<file path="src/rtl/ili9341_cmd_sequencer.sv">
// ILI9341 command sequencer: LCD hardware-reset pulse, ROM-driven init walk,
// then runtime address-window sequences (0x2A/0x2B/0x2C).
// Optional build macro ILI9341_SEQ_DELAY_EN enables timed delay entries.
// Without it, delay entries are skipped in one cycle and no delay counter exists.
//
// Byte handshake: o_tx_valid rises with o_tx_data/o_tx_dc stable and holds
// them unchanged until a cycle where o_tx_valid & i_tx_ready is sampled high
// at posedge i_clk. That cycle is the transfer. o_tx_valid never drops
// before the transfer unless i_rst is asserted.
module ili9341_cmd_sequencer #(
   parameter int DEPTH        = 48,
   parameter int DELAY_W      = 16,
   parameter int TICKS_PER_MS = 100000,
   parameter int RST_LOW_CYC  = 1000,
   parameter int RST_WAIT_CYC = 12000000,
   parameter int H_RES        = 240,
   parameter int V_RES        = 320,
   localparam int AW          = (DEPTH > 1) ? $clog2(DEPTH) : 1
) (
   input  logic          i_clk,
   input  logic          i_rst,
   input  logic          i_start,
   output logic          o_busy,
   output logic          o_init_done,
   output logic [AW-1:0] o_rom_addr,
   input  logic [9:0]    i_rom_data,
   input  logic          i_win_req,
   output logic          o_win_ack,
   input  logic [15:0]   i_win_x0,
   input  logic [15:0]   i_win_x1,
   input  logic [15:0]   i_win_y0,
   input  logic [15:0]   i_win_y1,
   output logic          o_tx_valid,
   input  logic          i_tx_ready,
   output logic [7:0]    o_tx_data,
   output logic          o_tx_dc,
   output logic          o_lcd_rst_n,
   output logic [3:0]    o_dbg_state
);

   typedef enum logic [3:0] {
      S_IDLE      = 4'd0,
      S_HRST_LO   = 4'd1,
      S_HRST_WAIT = 4'd2,
      S_FETCH     = 4'd3,
      S_DECODE    = 4'd4,
      S_SEND      = 4'd5,
      S_DELAY     = 4'd6,
      S_READY     = 4'd7,
      S_WIN       = 4'd8
   } state_t;

   localparam int CNT_MAX_RST = (RST_LOW_CYC > RST_WAIT_CYC) ? RST_LOW_CYC : RST_WAIT_CYC;
`ifdef ILI9341_SEQ_DELAY_EN
   localparam int CNT_MAX = (TICKS_PER_MS > CNT_MAX_RST) ? TICKS_PER_MS : CNT_MAX_RST;
`else
   localparam int CNT_MAX = CNT_MAX_RST;
`endif
   localparam int CNT_W = $clog2(CNT_MAX + 1);
   localparam logic [CNT_W-1:0] LO_LAST   = CNT_W'(RST_LOW_CYC - 1);
   localparam logic [CNT_W-1:0] WAIT_LAST = CNT_W'(RST_WAIT_CYC - 1);
   localparam logic [AW-1:0]    LAST_ADDR = AW'(DEPTH - 1);
   localparam logic [15:0]      X_LIM     = 16'(H_RES - 1);
   localparam logic [15:0]      Y_LIM     = 16'(V_RES - 1);

   state_t           r_state, w_next;
   logic [CNT_W-1:0] r_cnt;
   logic [AW-1:0]    r_addr;
   logic [7:0]       r_tx_data;
   logic             r_tx_dc;
   logic             r_init_done;
   logic             r_win_ack;
   logic [3:0]       r_widx;
   logic [15:0]      r_x0, r_x1, r_y0, r_y1;

   logic             w_hs, w_last, w_cnt_done, w_counting;
   logic             w_addr_clr, w_addr_inc, w_load_byte, w_load_win, w_win_inc, w_ack;
   logic             w_load_ms, w_ms_dec;
   logic [7:0]       w_win_byte;
   logic             w_win_dc;
   logic [15:0]      w_xa, w_xb, w_ya, w_yb;

   function automatic logic [15:0] f_clamp(input logic [15:0] v, input logic [15:0] lim);
      return (v > lim) ? lim : v;
   endfunction

   assign w_hs       = o_tx_valid & i_tx_ready;
   assign w_last     = (r_addr == LAST_ADDR);
   assign w_counting = (r_state == S_HRST_LO) || (r_state == S_HRST_WAIT) || (r_state == S_DELAY);

   // Window corners: order each pair low/high, then clamp to the panel size
   assign w_xa = f_clamp((i_win_x0 > i_win_x1) ? i_win_x1 : i_win_x0, X_LIM);
   assign w_xb = f_clamp((i_win_x0 > i_win_x1) ? i_win_x0 : i_win_x1, X_LIM);
   assign w_ya = f_clamp((i_win_y0 > i_win_y1) ? i_win_y1 : i_win_y0, Y_LIM);
   assign w_yb = f_clamp((i_win_y0 > i_win_y1) ? i_win_y0 : i_win_y1, Y_LIM);

`ifdef ILI9341_SEQ_DELAY_EN
   localparam logic [CNT_W-1:0] TICK_LAST = CNT_W'(TICKS_PER_MS - 1);
   logic [DELAY_W-1:0] r_ms;

   // Remaining delay units, loaded from the entry payload
   always_ff @(posedge i_clk) begin
      if (i_rst)          r_ms <= '0;
      else if (w_load_ms) r_ms <= DELAY_W'(i_rom_data[7:0]);
      else if (w_ms_dec)  r_ms <= r_ms - DELAY_W'(1);
   end
`else
   // Delay parameters stay referenced even though the delay path is compiled out
   logic w_unused_delay_cfg;
   assign w_unused_delay_cfg = (DELAY_W > 0) ^ (TICKS_PER_MS > 0);
`endif

   // State register
   always_ff @(posedge i_clk) begin
      if (i_rst) r_state <= S_IDLE;
      else       r_state <= w_next;
   end

   // Next-state decode and datapath strobes
   always_comb begin
      w_next      = r_state;
      w_cnt_done  = 1'b0;
      w_addr_clr  = 1'b0;
      w_addr_inc  = 1'b0;
      w_load_byte = 1'b0;
      w_load_win  = 1'b0;
      w_win_inc   = 1'b0;
      w_ack       = 1'b0;
      w_load_ms   = 1'b0;
      w_ms_dec    = 1'b0;
      case (r_state)
         S_IDLE: begin
            if (i_start) begin
               w_addr_clr = 1'b1;
               w_next     = S_HRST_LO;
            end
         end
         S_HRST_LO: begin
            w_cnt_done = (r_cnt == LO_LAST);
            if (w_cnt_done) w_next = S_HRST_WAIT;
         end
         S_HRST_WAIT: begin
            w_cnt_done = (r_cnt == WAIT_LAST);
            if (w_cnt_done) w_next = S_FETCH;
         end
         S_FETCH: w_next = S_DECODE;
         S_DECODE: begin
            if (!i_rom_data[9]) begin
               w_load_byte = 1'b1;
               w_next      = S_SEND;
            end else if (i_rom_data[7:0] == 8'd0) begin
               w_next = S_READY;
            end else begin
`ifdef ILI9341_SEQ_DELAY_EN
               w_load_ms = 1'b1;
               w_next    = S_DELAY;
`else
               if (w_last) begin
                  w_next = S_READY;
               end else begin
                  w_addr_inc = 1'b1;
                  w_next     = S_FETCH;
               end
`endif
            end
         end
         S_SEND: begin
            if (w_hs) begin
               if (w_last) begin
                  w_next = S_READY;
               end else begin
                  w_addr_inc = 1'b1;
                  w_next     = S_FETCH;
               end
            end
         end
`ifdef ILI9341_SEQ_DELAY_EN
         S_DELAY: begin
            w_cnt_done = (r_cnt == TICK_LAST);
            if (w_cnt_done) begin
               if (r_ms == DELAY_W'(1)) begin
                  if (w_last) begin
                     w_next = S_READY;
                  end else begin
                     w_addr_inc = 1'b1;
                     w_next     = S_FETCH;
                  end
               end else begin
                  w_ms_dec = 1'b1;
               end
            end
         end
`endif
         S_READY: begin
            if (i_start) begin
               w_addr_clr = 1'b1;
               w_next     = S_HRST_LO;
            end else if (i_win_req) begin
               w_load_win = 1'b1;
               w_next     = S_WIN;
            end
         end
         S_WIN: begin
            if (w_hs) begin
               if (r_widx == 4'd10) begin
                  w_ack  = 1'b1;
                  w_next = S_READY;
               end else begin
                  w_win_inc = 1'b1;
               end
            end
         end
         default: w_next = S_IDLE;
      endcase
   end

   // Window byte selector: command, then big-endian start/end coordinates
   always_comb begin
      w_win_byte = 8'h00;
      w_win_dc   = 1'b1;
      case (r_widx)
         4'd0:    begin w_win_byte = 8'h2A; w_win_dc = 1'b0; end
         4'd1:    w_win_byte = r_x0[15:8];
         4'd2:    w_win_byte = r_x0[7:0];
         4'd3:    w_win_byte = r_x1[15:8];
         4'd4:    w_win_byte = r_x1[7:0];
         4'd5:    begin w_win_byte = 8'h2B; w_win_dc = 1'b0; end
         4'd6:    w_win_byte = r_y0[15:8];
         4'd7:    w_win_byte = r_y0[7:0];
         4'd8:    w_win_byte = r_y1[15:8];
         4'd9:    w_win_byte = r_y1[7:0];
         4'd10:   begin w_win_byte = 8'h2C; w_win_dc = 1'b0; end
         default: begin w_win_byte = 8'h00; w_win_dc = 1'b0; end
      endcase
   end

   // Datapath: counters, ROM address, byte latch, window coordinates, flags
   always_ff @(posedge i_clk) begin
      if (i_rst) begin
         r_cnt       <= '0;
         r_addr      <= '0;
         r_tx_data   <= 8'h00;
         r_tx_dc     <= 1'b0;
         r_init_done <= 1'b0;
         r_win_ack   <= 1'b0;
         r_widx      <= 4'd0;
         r_x0        <= 16'd0;
         r_x1        <= 16'd0;
         r_y0        <= 16'd0;
         r_y1        <= 16'd0;
      end else begin
         r_win_ack <= w_ack;
         if (w_cnt_done || (w_next != r_state)) r_cnt <= '0;
         else if (w_counting)                   r_cnt <= r_cnt + CNT_W'(1);
         if (w_addr_clr)      r_addr <= '0;
         else if (w_addr_inc) r_addr <= r_addr + AW'(1);
         if (w_load_byte) begin
            r_tx_data <= i_rom_data[7:0];
            r_tx_dc   <= i_rom_data[8];
         end
         if (w_load_win) begin
            r_x0   <= w_xa;
            r_x1   <= w_xb;
            r_y0   <= w_ya;
            r_y1   <= w_yb;
            r_widx <= 4'd0;
         end else if (w_win_inc) begin
            r_widx <= r_widx + 4'd1;
         end
         if (w_addr_clr)              r_init_done <= 1'b0;
         else if (w_next == S_READY)  r_init_done <= 1'b1;
      end
   end

   assign o_tx_valid  = (r_state == S_SEND) || (r_state == S_WIN);
   assign o_tx_data   = (r_state == S_WIN) ? w_win_byte : r_tx_data;
   assign o_tx_dc     = (r_state == S_WIN) ? w_win_dc : r_tx_dc;
   assign o_lcd_rst_n = (r_state != S_HRST_LO);
   assign o_busy      = (r_state != S_IDLE) && (r_state != S_READY);
   assign o_init_done = r_init_done;
   assign o_rom_addr  = r_addr;
   assign o_win_ack   = r_win_ack;
   assign o_dbg_state = r_state;

endmodule

</file>
<file path="config.mk">
export PLATFORM = sky130hd
export DESIGN_NAME = ili9341_cmd_sequencer
export DESIGN_NICKNAME = d
export VERILOG_FILES = /design/src/rtl/ili9341_cmd_sequencer.sv
export SDC_FILE = /design/constraint.sdc
export NUM_CORES = 1
export LEC_CHECK = 0
export ABC_CLOCK_PERIOD_IN_PS = 3250
export CELL_PAD_IN_SITES_DETAIL_PLACEMENT = 1
export CELL_PAD_IN_SITES_GLOBAL_PLACEMENT = 1
export CORE_UTILIZATION = 35
export CTS_BUF_LIST = sky130_fd_sc_hd__clkbuf_2 sky130_fd_sc_hd__clkbuf_4 sky130_fd_sc_hd__clkbuf_8
export DETAILED_ROUTE_END_ITERATION = 8
export GPL_TIMING_DRIVEN = 0
export PLACE_DENSITY = 0.68
export RECOVER_POWER = 25
export SETUP_SLACK_MARGIN = 0.3
export SLEW_MARGIN = 20
export SYNTH_ARGS = -nofsm -noshare
export SYNTH_HDL_FRONTEND = slang
export SYNTH_SLANG_ARGS = --single-unit
</file>
<file path="constraint.sdc">
create_clock -name i_clk -period 3.25 [get_ports i_clk]
set_input_delay 0.65 -clock i_clk [delete_from_list [all_inputs] [get_ports i_clk]]
set_output_delay 0.65 -clock i_clk [all_outputs]
set_load 0.1 [all_outputs]
</file>
==> key figures, run 1 <==
GRT
  – Overflow after GRT: 0
  – First-pass GRT wire length: between 30,000 and 40,000 um
  – Tot GR Track Use: a little under a quarter
  – Vias in the first global route: 6,757
  – Largest net degree at the start of global routing: 17
  – Initial antenna violation count: 0

Timing
  – Final period util: 96.7%
  – Fmax: 318 MHz
  – Final setup violation count: 0
  – Final Hold Slack: 461 ps
  – Slew Viols, Final: 0
  – Slew margin rel.: 33.9%
  – Worst Skew: between 10 and 15 ps
  – Setup ws final: 108 ps
  – Min Tclk post-route: 3140 ps
  – RSZ-0062 raised after global routing: true
  – Final Hold Fails: 0
  – Worst-Margin Slew: 988 ps

Synthesis
  – Ys async rst share: 0%
  – Syn_area_per_cell: 8.52 sq um
  – Synth area leader: dfxtp_1
  – Synth top area share: 34.4%
  – Syn nets: approximately 890
  – Seq/Total Area, Yosys: approximately 34%
  – Post-synth cell types: 61
  – Most common library cells after synthesis: dfxtp_1, nor2_1, o21ai_0, nand2_1, inv_1
  – Cells after synthesis: 772
  – Synthesized area: 6580 sq um
  – Synth area leaders: dfxtp_1, ha_1, mux2i_1, nor2_1, o21ai_0
  – EDFF count, synth: 0
  – Ys Warns: 0
  – Predominant post-synthesis flop cell: dfxtp_1
  – Most frequent cell after synthesis: dfxtp_1
  – Yosys reg bits: 113

Setup path
  – CP Capture Type: output pin
  – Crit-path max FO: 7
  – Worst path arrival time: 2490 ps
  – CP required: roughly 2600 ps
  – CP startpoint kind: register
  – Critical path class: reg -> out

Drt
  – Total Routed Length: 22,000 um
  – Vias/cell: 5.54
  – Routed length per placed instance: 19.1 um
  – Initial DRT Pass Iterations: 9
  – Final ANT Viol Nets: 0
  – Via count: about 6,400
  – Iteration-0 DRC Markers: 315
  – DRC: 10

Clock network
  – Clock-pin slew on the worst setup and hold paths: 80 ps
  – Cts hold-fix bufs: 0
  – Clock Root Buffer: clkbuf_8
  – CTS sink cnt: 113
  – TritonCTS Buffers: 17
  – Skew-Pair Late Insertion Delay: about 460 ps
  – Clock Tree Buf Depth: 2
  – Htree depth: 4
  – CTS tree: built

Run status
  – Failing checks: DRC
  – Outcome: complete, but fails checks

Cells and area
  – Share of cells above drive strength 1: approximately a fifth
  – Reg area: 2270 sq um
  – Nets: 1,025
  – Filler cells: 2,089
  – Synth-to-Final Area Change: 34.8%
  – Post-Layout Cell Count: ~1,200
  – Design area: 8870 sq um
  – Post-layout util: between 40% and 50%
  – Multi-input logic area: 4220 sq um
  – Ant. Diodes: 0

Place
  – Post-DP HPWL: 16,600 um
  – Pre-CTS setup slack: -917 ps
  – Cell count after placement: 1,102
  – Placed Area: 7910 sq um
  – IO Port Bufs: 101
  – Gpl congestion: 0.873

Floorplanning
  – Row cnt: 49
  – Die span in x: 139 um
  – Total I/O pin count: 103
  – Core Footprint: 18,200 sq um
  – Total die area: 19,300 sq um
  – Starting Density: 36.1%
  – Die height: ~140 um

Pwr
  – P_leak: 3.42 nW
  – Max VDD drop: 204 uV
  – PwrDens: 352 nW/um^2

Worst hold path
  – Hold Crit Class: reg -> reg

Flow run
  – Maxcap violations: 0
[per-layer routing]
metal  track usage, %  vias to the layer above  part of all wire [%]  wire, um
li1                 -                     3056                     -         -
met1             28.1                     3126                    45      9820
met2             39.8                      141                    49     10800
met3             3.63                       45                   3.3       733
met4             11.1                        0                   2.8       610
met5                0                        -                     0         0
[cells by family (layout without fill, tap and decap cells)]
kind of cell / Yosys count / count (layout) / synth area share, %
xor+xnor: 33 / 33 / 4.51
buf+inv: 84 / 233 / 5.10
fa+ha+maj: 38 / 38 / 7.23
flops: 113 / 113 / 34.4
mux: 45 / 45 / 7.02
compound gates: 161 / 161 / 16.3
simple gates: 298 / 298 / 25.5
[layout make-up]
type	count	share of cell area, %
repair buffers	117	13.8
multi-input cells	575	47.6
clock inverters	13	1.44
clock buffers	19	2.95
well taps	229	3.23
plain buffers	45	3.64
inverters	39	1.71
flip-flops and latches	113	25.6
[worst max-delay path: stages (launching register included)]
cell	delay, ps
dfxtp_4	390
inv_4	50
ha_4	170
buf_8	130
clkbuf_16	150
a222oi_1	490
o22ai_2	190
a22o_2	290
buf_12	170
[state kept, by name, indices dropped and copies added (netlist names)]
register and cells:
r_y0 16, r_tx_dc 1, r_cnt 24, o_init_done 1, o_dbg_state 4, r_x0 16
o_rom_addr 6, o_win_ack 1, r_tx_data 8, r_widx 4, r_y1 16, r_x1 16
[worst paths after layout]
check,startpoint,endpoint,slack [ps],cells past startpoint
hold / removal,r_x1[4],r_x1[4],460,2
setup reg to reg,o_dbg_state[2],r_cnt[4],520,10
setup / recovery,r_widx[1],o_tx_data[2],110,8
hold reg to reg,r_x1[4],r_x1[4],460,2
[where the power goes]
group / internal (W) / switching (W) / leakage (nW) / total (W)
clock network: 0.000654 / 0.000663 / 0.178 / 0.00132
registers: 0.00138 / 0.00000442 / 0.913 / 0.00139
logic: 0.000188 / 0.000227 / 2.33 / 0.000414
[placed cells by master (no fill, tap or decap), types with 10 or more instances in the layout]
cell,netlist,final
nor3_2,20,21
buf_4,0,16
inv_1,39,37
xnor2_1,14,14
a21o_1,12,12
clkdlybuf4s50_1,0,84
nand4_1,16,16
clkbuf_8,0,22
nor4_1,17,16
o21ai_0,53,50
nand2_1,47,44
and2_1,33,33
nand3_1,12,12
dfxtp_1,113,107
nor2b_1,10,10
xor2_1,18,18
ha_1,38,35
mux2i_1,36,33
nor2_1,79,77
nor3_1,20,18
a21oi_1,23,19
clkbuf_1,34,19
[repair_timing]
action	CTS	global route
pin swaps	18	27
buffers inserted	6	7
resized for setup	150	47
endpoints found under the hold margin	0	0
gates cloned	3	0
endpoints found under the setup margin	42	38
[through the flow]
step                      setup TNS [ps]  total power, W
after CTS                              0         0.00313
after detailed placement          -17090         0.00183
after global routing                   0         0.00324
final                                  0         0.00312
after floorplan                        0         0.00164
after global placement            -13340         0.00181
No activity file was read; power rests on OpenSTA's default activity.
==> run 2, diff against run 1 <==
- CORE_UTILIZATION: 35 -> 42
- PLACE_DENSITY: 0.68 -> 0.8
==> run 2 against run 1 <==
The flow finishes with violations (setup timing). Sequential power about the same. Die area decreased by 16%. Wire length increased by 10%. Sequential share of layout area decreased by 0.42 points. Design area increased by 1.6%. Cell count decreased by 0.52%. Clock skew about the same. Critical endpoint is now o_tx_data[4]. Largest cell class unchanged. Largest power group unchanged.
==> key figures, run 2 (same netlist as run 1, synthesis figures left out) <==
Timing
  – Final Hold Slack: 450 ps
  – Slew Viols, Final: 0
  – Fmax: 302 MHz
  – Worst-Margin Slew: 975 ps
  – Final Hold Fails: 0
  – Setup ws final: -64.3 ps
  – Slew margin rel.: about a third
  – RSZ-0062 raised after global routing: true
  – Min Tclk post-route: 3310 ps
  – Final setup violation count: 2
  – Setup TNS: -82.9 ps
  – Final period util: 102%
  – Worst Skew: 9.94 ps

Drt
  – Total Routed Length: 24,200 um
  – Vias/cell: 5.89
  – Iteration-0 DRC Markers: 480
  – Routed length per placed instance: between 20 and 25 um
  – Via count: 6,740
  – DRC: 0
  – Initial DRT Pass Iterations: 6
  – Final ANT Viol Nets: 0

Clock network
  – CTS sink cnt: roughly 110
  – Clock-pin slew on the worst setup and hold paths: 80 ps
  – Htree depth: 4
  – Clock Tree Buf Depth: 2
  – Clock Root Buffer: clkbuf_8
  – Skew-Pair Late Insertion Delay: 450 ps
  – TritonCTS Buffers: 17
  – CTS tree: built

Setup path
  – CP Capture Type: output pin
  – CP startpoint kind: register
  – Reg2reg setup slack: 70 ps
  – Worst path arrival time: 2660 ps
  – Reg2Reg Depth: 7
  – Crit-path max FO: 7
  – CP required: between 2000 and 3000 ps
  – Critical path class: reg -> out
  – FF-to-FF End: r_cnt[21]
  – Worst reg2reg path startpoint: r_cnt[14]

Cells and area
  – Most frequent cells in the layout: dfxtp_1, clkdlybuf4s50_1, nor2_1
  – Multi-input logic area: 4260 sq um
  – Filler cells: 1,778
  – Largest reg by FF count: r_cnt
  – Flip-flop count of the largest register after layout: 24
  – Most common cell after layout, fill and taps aside: dfxtp_1
  – Share of cells above drive strength 1: 19.8%
  – Synth-to-Final Area Change: 37.0%
  – Ant. Diodes: 0
  – Nets: 1,037
  – Reg area: roughly 2300 sq um

Place
  – Pre-CTS setup slack: -952 ps
  – IO Port Bufs: 101
  – Post-DP HPWL: around 16,000 um
  – Gpl congestion: 0.854

GRT
  – Initial antenna violation count: 0
  – Largest net degree at the start of global routing: 17
  – Tot GR Track Use: 29.7%
  – First-pass GRT wire length: approximately 38,000 um
  – Overflow after GRT: 0
  – Vias in the first global route: about 7,200

Run status
  – Outcome: complete, but fails checks
  – Failing checks: setup timing

Pwr
  – Max VDD drop: 203 uV
  – Total power: around 0.0031 W
  – PwrDens: 347 nW/um^2
  – P_leak: 3.50 nW

Worst hold path
  – Hold path depth: 2
  – Hold Crit Class: reg -> reg
  – Hold wc startpoint: r_x0[4]
  – Worst Hold Path EP: r_x0[4]

Floorplanning
  – Total die area: 16,200 sq um
  – Core Footprint: around 15,000 sq um
  – Die span in x: 127 um
  – Die height: approximately 130 um
  – Total I/O pin count: 103
  – Starting Density: 43.1%
  – Row cnt: 45

Flow run
  – Maxcap violations: 0
## run 2: cell count changes in the layout (fill, tap and decap cells not counted), moves of 4 or more
cell / delta
and2_0: +7
and2_1: -7
buf_4: +7
buf_6: +7
clkbuf_8: -4
inv_6: +4
## run 2: worst max-delay path, cell delays in order (launching register included)
cell and delay, ps:
dfxtp_4 370, buf_6 120, ha_4 160, clkbuf_16 160, clkbuf_16 160, buf_6 110
a222oi_1 420, o22ai_1 250, a22o_2 280, buf_12 170
## run 2: report_power, final
group,switching (W),internal (W)
Clock,0.000696,0.000626
Sequential,0.00000461,0.00138
Combinational,0.000231,0.000185
## run 2: through the flow
stage / util, % / area (sq um) / cells
2_1_floorplan: - / 6610 / 772
3_3_place_gp: 51.7 / 7890 / 1084
3_5_place_dp: 51.7 / 7890 / 1084
4_1_cts: 57.9 / 8840 / 1133
5_1_grt: 59.1 / 9010 / 1144
6_report: 59.1 / 9010 / 1144
## run 2: area by class of cell
| cell class | instances | area share [%] |
|---|---|---|
| Clock inverter | 15 | 1.64 |
| Clock buffer | 17 | 2.60 |
| Sequential cell | 113 | 25.2 |
| Buffer | 45 | 3.99 |
| Tap cell | 211 | 2.93 |
| Multi-Input combinational cell | 575 | 47.2 |
| Timing Repair Buffer | 129 | 14.7 |
| Inverter | 39 | 1.65 |
## run 2: routing by layer
metal,up-vias,global-route usage (%),routed length (um)
li1,3082,-,-
met1,3302,34.1,9860
met2,288,53.3,12200
met3,68,4.82,1310
met4,0,15.0,831
met5,-,0,0
## run 2: worst max-delay path by stage
| stage | startpoint | to | slack [ps] |
|---|---|---|---|
| finish | r_widx[1] | o_tx_data[4] | -60 |
| global route | r_widx[1] | o_tx_data[4] | -120 |
| CTS | r_widx[0] | o_tx_data[7] | 170 |
| detailed placement | r_widx[1] | o_tx_data[4] | -950 |
| global placement | r_widx[0] | o_tx_data[4] | -840 |
| floorplan | r_widx[0] | o_tx_data[5] | 210 |
## run 2: repair_timing
action / 4_1_cts / 5_1_grt
gates cloned: 3 / 0
setup buffers: 14 / 11
hold buffers: 0 / 0
endpoints found under the setup margin: 42 / 58
resized for setup: 172 / 48
pin swaps: 26 / 19
==> run 3, diff against run 2 <==
- CORE_MARGIN: unset -> 1.5
- PLACE_DENSITY: 0.8 -> 0.87
==> run 3 against run 2 <==
The run now ends clean. Total power up 6.8%. Via count up 0.36%. Design area down 0.81%. Combinational power down 1%. Wire length up 0.81%. Clock-buffer cell count up 5. Critical endpoint unchanged. Setup slack better by 68 ps. Critical path depth unchanged. Sequential cell count unchanged. Cell count down 0.44%. First-iteration DRC count up 3.3%.
==> key figures, run 3 (same netlist as run 1, synthesis figures left out) <==
Drt
  – Total Routed Length: 24,400 um
  – Initial DRT Pass Iterations: 6
  – Final ANT Viol Nets: 0
  – Vias/cell: 5.94
  – Iteration-0 DRC Markers: approximately 500
  – Via count: just under 7,000
  – Routed length per placed instance: 21.5 um
  – DRC: 0

Setup path
  – Slowest CP cell: a222oi_1
  – Delay-heaviest family, CP: compound AO/OA/AOI/OAI gates
  – Worst path arrival time: roughly 2600 ps
  – CP Capture Type: output pin
  – Critical path's most frequent cell: buf_8
  – CP required: around 2600 ps
  – WP buf/inv: 5
  – Cells along the critical path: inv_4 -> ha_4 -> buf_8 -> buf_8 -> buf_4 -> a222oi_1 -> o22ai_1 -> a22o_2 -> buf_6
  – Critical path class: reg -> out
  – Crit-path max FO: 7
  – CP max stage delay: 420 ps
  – CP startpoint kind: register

Timing
  – Final Hold Fails: 0
  – Final setup violation count: 0
  – Worst-Margin Slew: 980 ps
  – Final period util: between 90% and 100%
  – Setup TNS: 0 ps
  – Worst Skew: 10.4 ps
  – RSZ-0062 raised after global routing: true
  – Fmax: roughly 310 MHz
  – Final Hold Slack: 463 ps
  – Slew margin rel.: 34.5%
  – Slew Viols, Final: 0
  – Min Tclk post-route: roughly 3200 ps

Clock network
  – Clock Root Buffer: clkbuf_8
  – Skew-Pair Late Insertion Delay: 460 ps
  – Htree depth: 4
  – Cts hold-fix bufs: 0
  – CTS tree: built
  – CTS sink cnt: 113
  – Clock-pin slew on the worst setup and hold paths: 80 ps
  – Clock Tree Buf Depth: 2
  – TritonCTS Buffers: 17

GRT
  – Tot GR Track Use: 27.6%
  – First-pass GRT wire length: 35,400 um
  – Initial antenna violation count: 0
  – Overflow after GRT: 0
  – Vias in the first global route: slightly below 7,000
  – Largest net degree at the start of global routing: 17

Floorplanning
  – Row cnt: 45
  – Die span in x: 128 um
  – Starting Density: between 40% and 50%
  – Total I/O pin count: approximately 100
  – Die height: 128 um
  – Core Footprint: about 15,000 sq um
  – Total die area: 16,400 sq um

Cells and area
  – Multi-input logic area: 4210 sq um
  – Share of cells above drive strength 1: a little under a fifth
  – Nets: 1,031
  – Most common cell after layout, fill and taps aside: dfxtp_1
  – Most frequent cells in the layout: dfxtp_1, clkdlybuf4s50_1, nor2_1
  – Flip-flop count of the largest register after layout: 24
  – Synth-to-Final Area Change: 35.9%
  – Filler cells: 1,742
  – Design area: between 8000 and 9000 sq um
  – Largest reg by FF count: r_cnt
  – Reg area: 2270 sq um

Pwr
  – P_leak: 3.49 nW
  – Max VDD drop: 256 uV
  – PwrDens: 374 nW/um^2

Place
  – IO Port Bufs: ~100
  – Post-DP HPWL: 15,300 um
  – Gpl congestion: 0.858
  – Placed Area: about 7900 sq um

Flow run
  – Maxcap violations: 0

Worst hold path
  – Hold Crit Class: reg -> reg

Run status
  – Outcome: finished clean
[run 3: power by group]
group          internal (W)  total, W  switching, W
registers           0.00138   0.00139    0.00000472
clock network      0.000920   0.00154      0.000620
logic              0.000183  0.000411      0.000228
[run 3: worst min-delay path: cells and delay by family (launching register included)]
kind	cells	cell delay (ps)
AND/OR/NAND/NOR	2	100
flip-flops	1	320
[run 3: timing repair]
action                                  in CTS  in global routing
setup buffers                                7                 12
endpoints found under the setup margin      38                 34
gates cloned                                 2                  1
gates resized for setup                    137                 57
pin swaps                                   17                 24
[run 3: cell type report]
| cell class | instances | share of cell area [%] |
|---|---|---|
| Antenna cell | 1 | 0.0280 |
| Timing Repair Buffer | 123 | 14.2 |
| Buffer | 45 | 3.53 |
| Clock inverter | 10 | 1.74 |
| Multi-Input combinational cell | 575 | 47.1 |
| Clock buffer | 22 | 3.32 |
| Tap cell | 211 | 2.95 |
| Sequential cell | 113 | 25.4 |
| Inverter | 39 | 1.69 |
[run 3: metal layers]
| metal | up-vias | track usage, % | part of all wire, % |
|---|---|---|---|
| met2 | 291 | 48.2 | 49 |
| met5 | - | 0 | 0 |
| met1 | 3329 | 33.0 | 42 |
| met3 | 71 | 5.93 | 5.7 |
| li1 | 3073 | - | - |
| met4 | 0 | 10.8 | 3.3 |
[run 3: path summary, 6_finish.rpt]
path,start,end,slack (ps),cells past startpoint
max reg2reg,r_cnt[5],r_cnt[19],230,7
max,r_widx[1],o_tx_data[4],4,9
min,r_x0[4],r_x0[4],460,2
min reg2reg,r_x0[4],r_x0[4],460,2
[run 3: stage by stage]
stage | worst slack [ps] | std cells | total power, W | util, %
floorplan | 207 | 772 | 0.00164 | -
global placement | -846 | 1084 | 0.00181 | 51.7
detailed placement | -897 | 1084 | 0.00182 | 51.7
CTS | 118 | 1125 | 0.00333 | 56.7
global route | -48.1 | 1138 | 0.00343 | 58.6
finish | 3.77 | 1139 | 0.00334 | 58.6
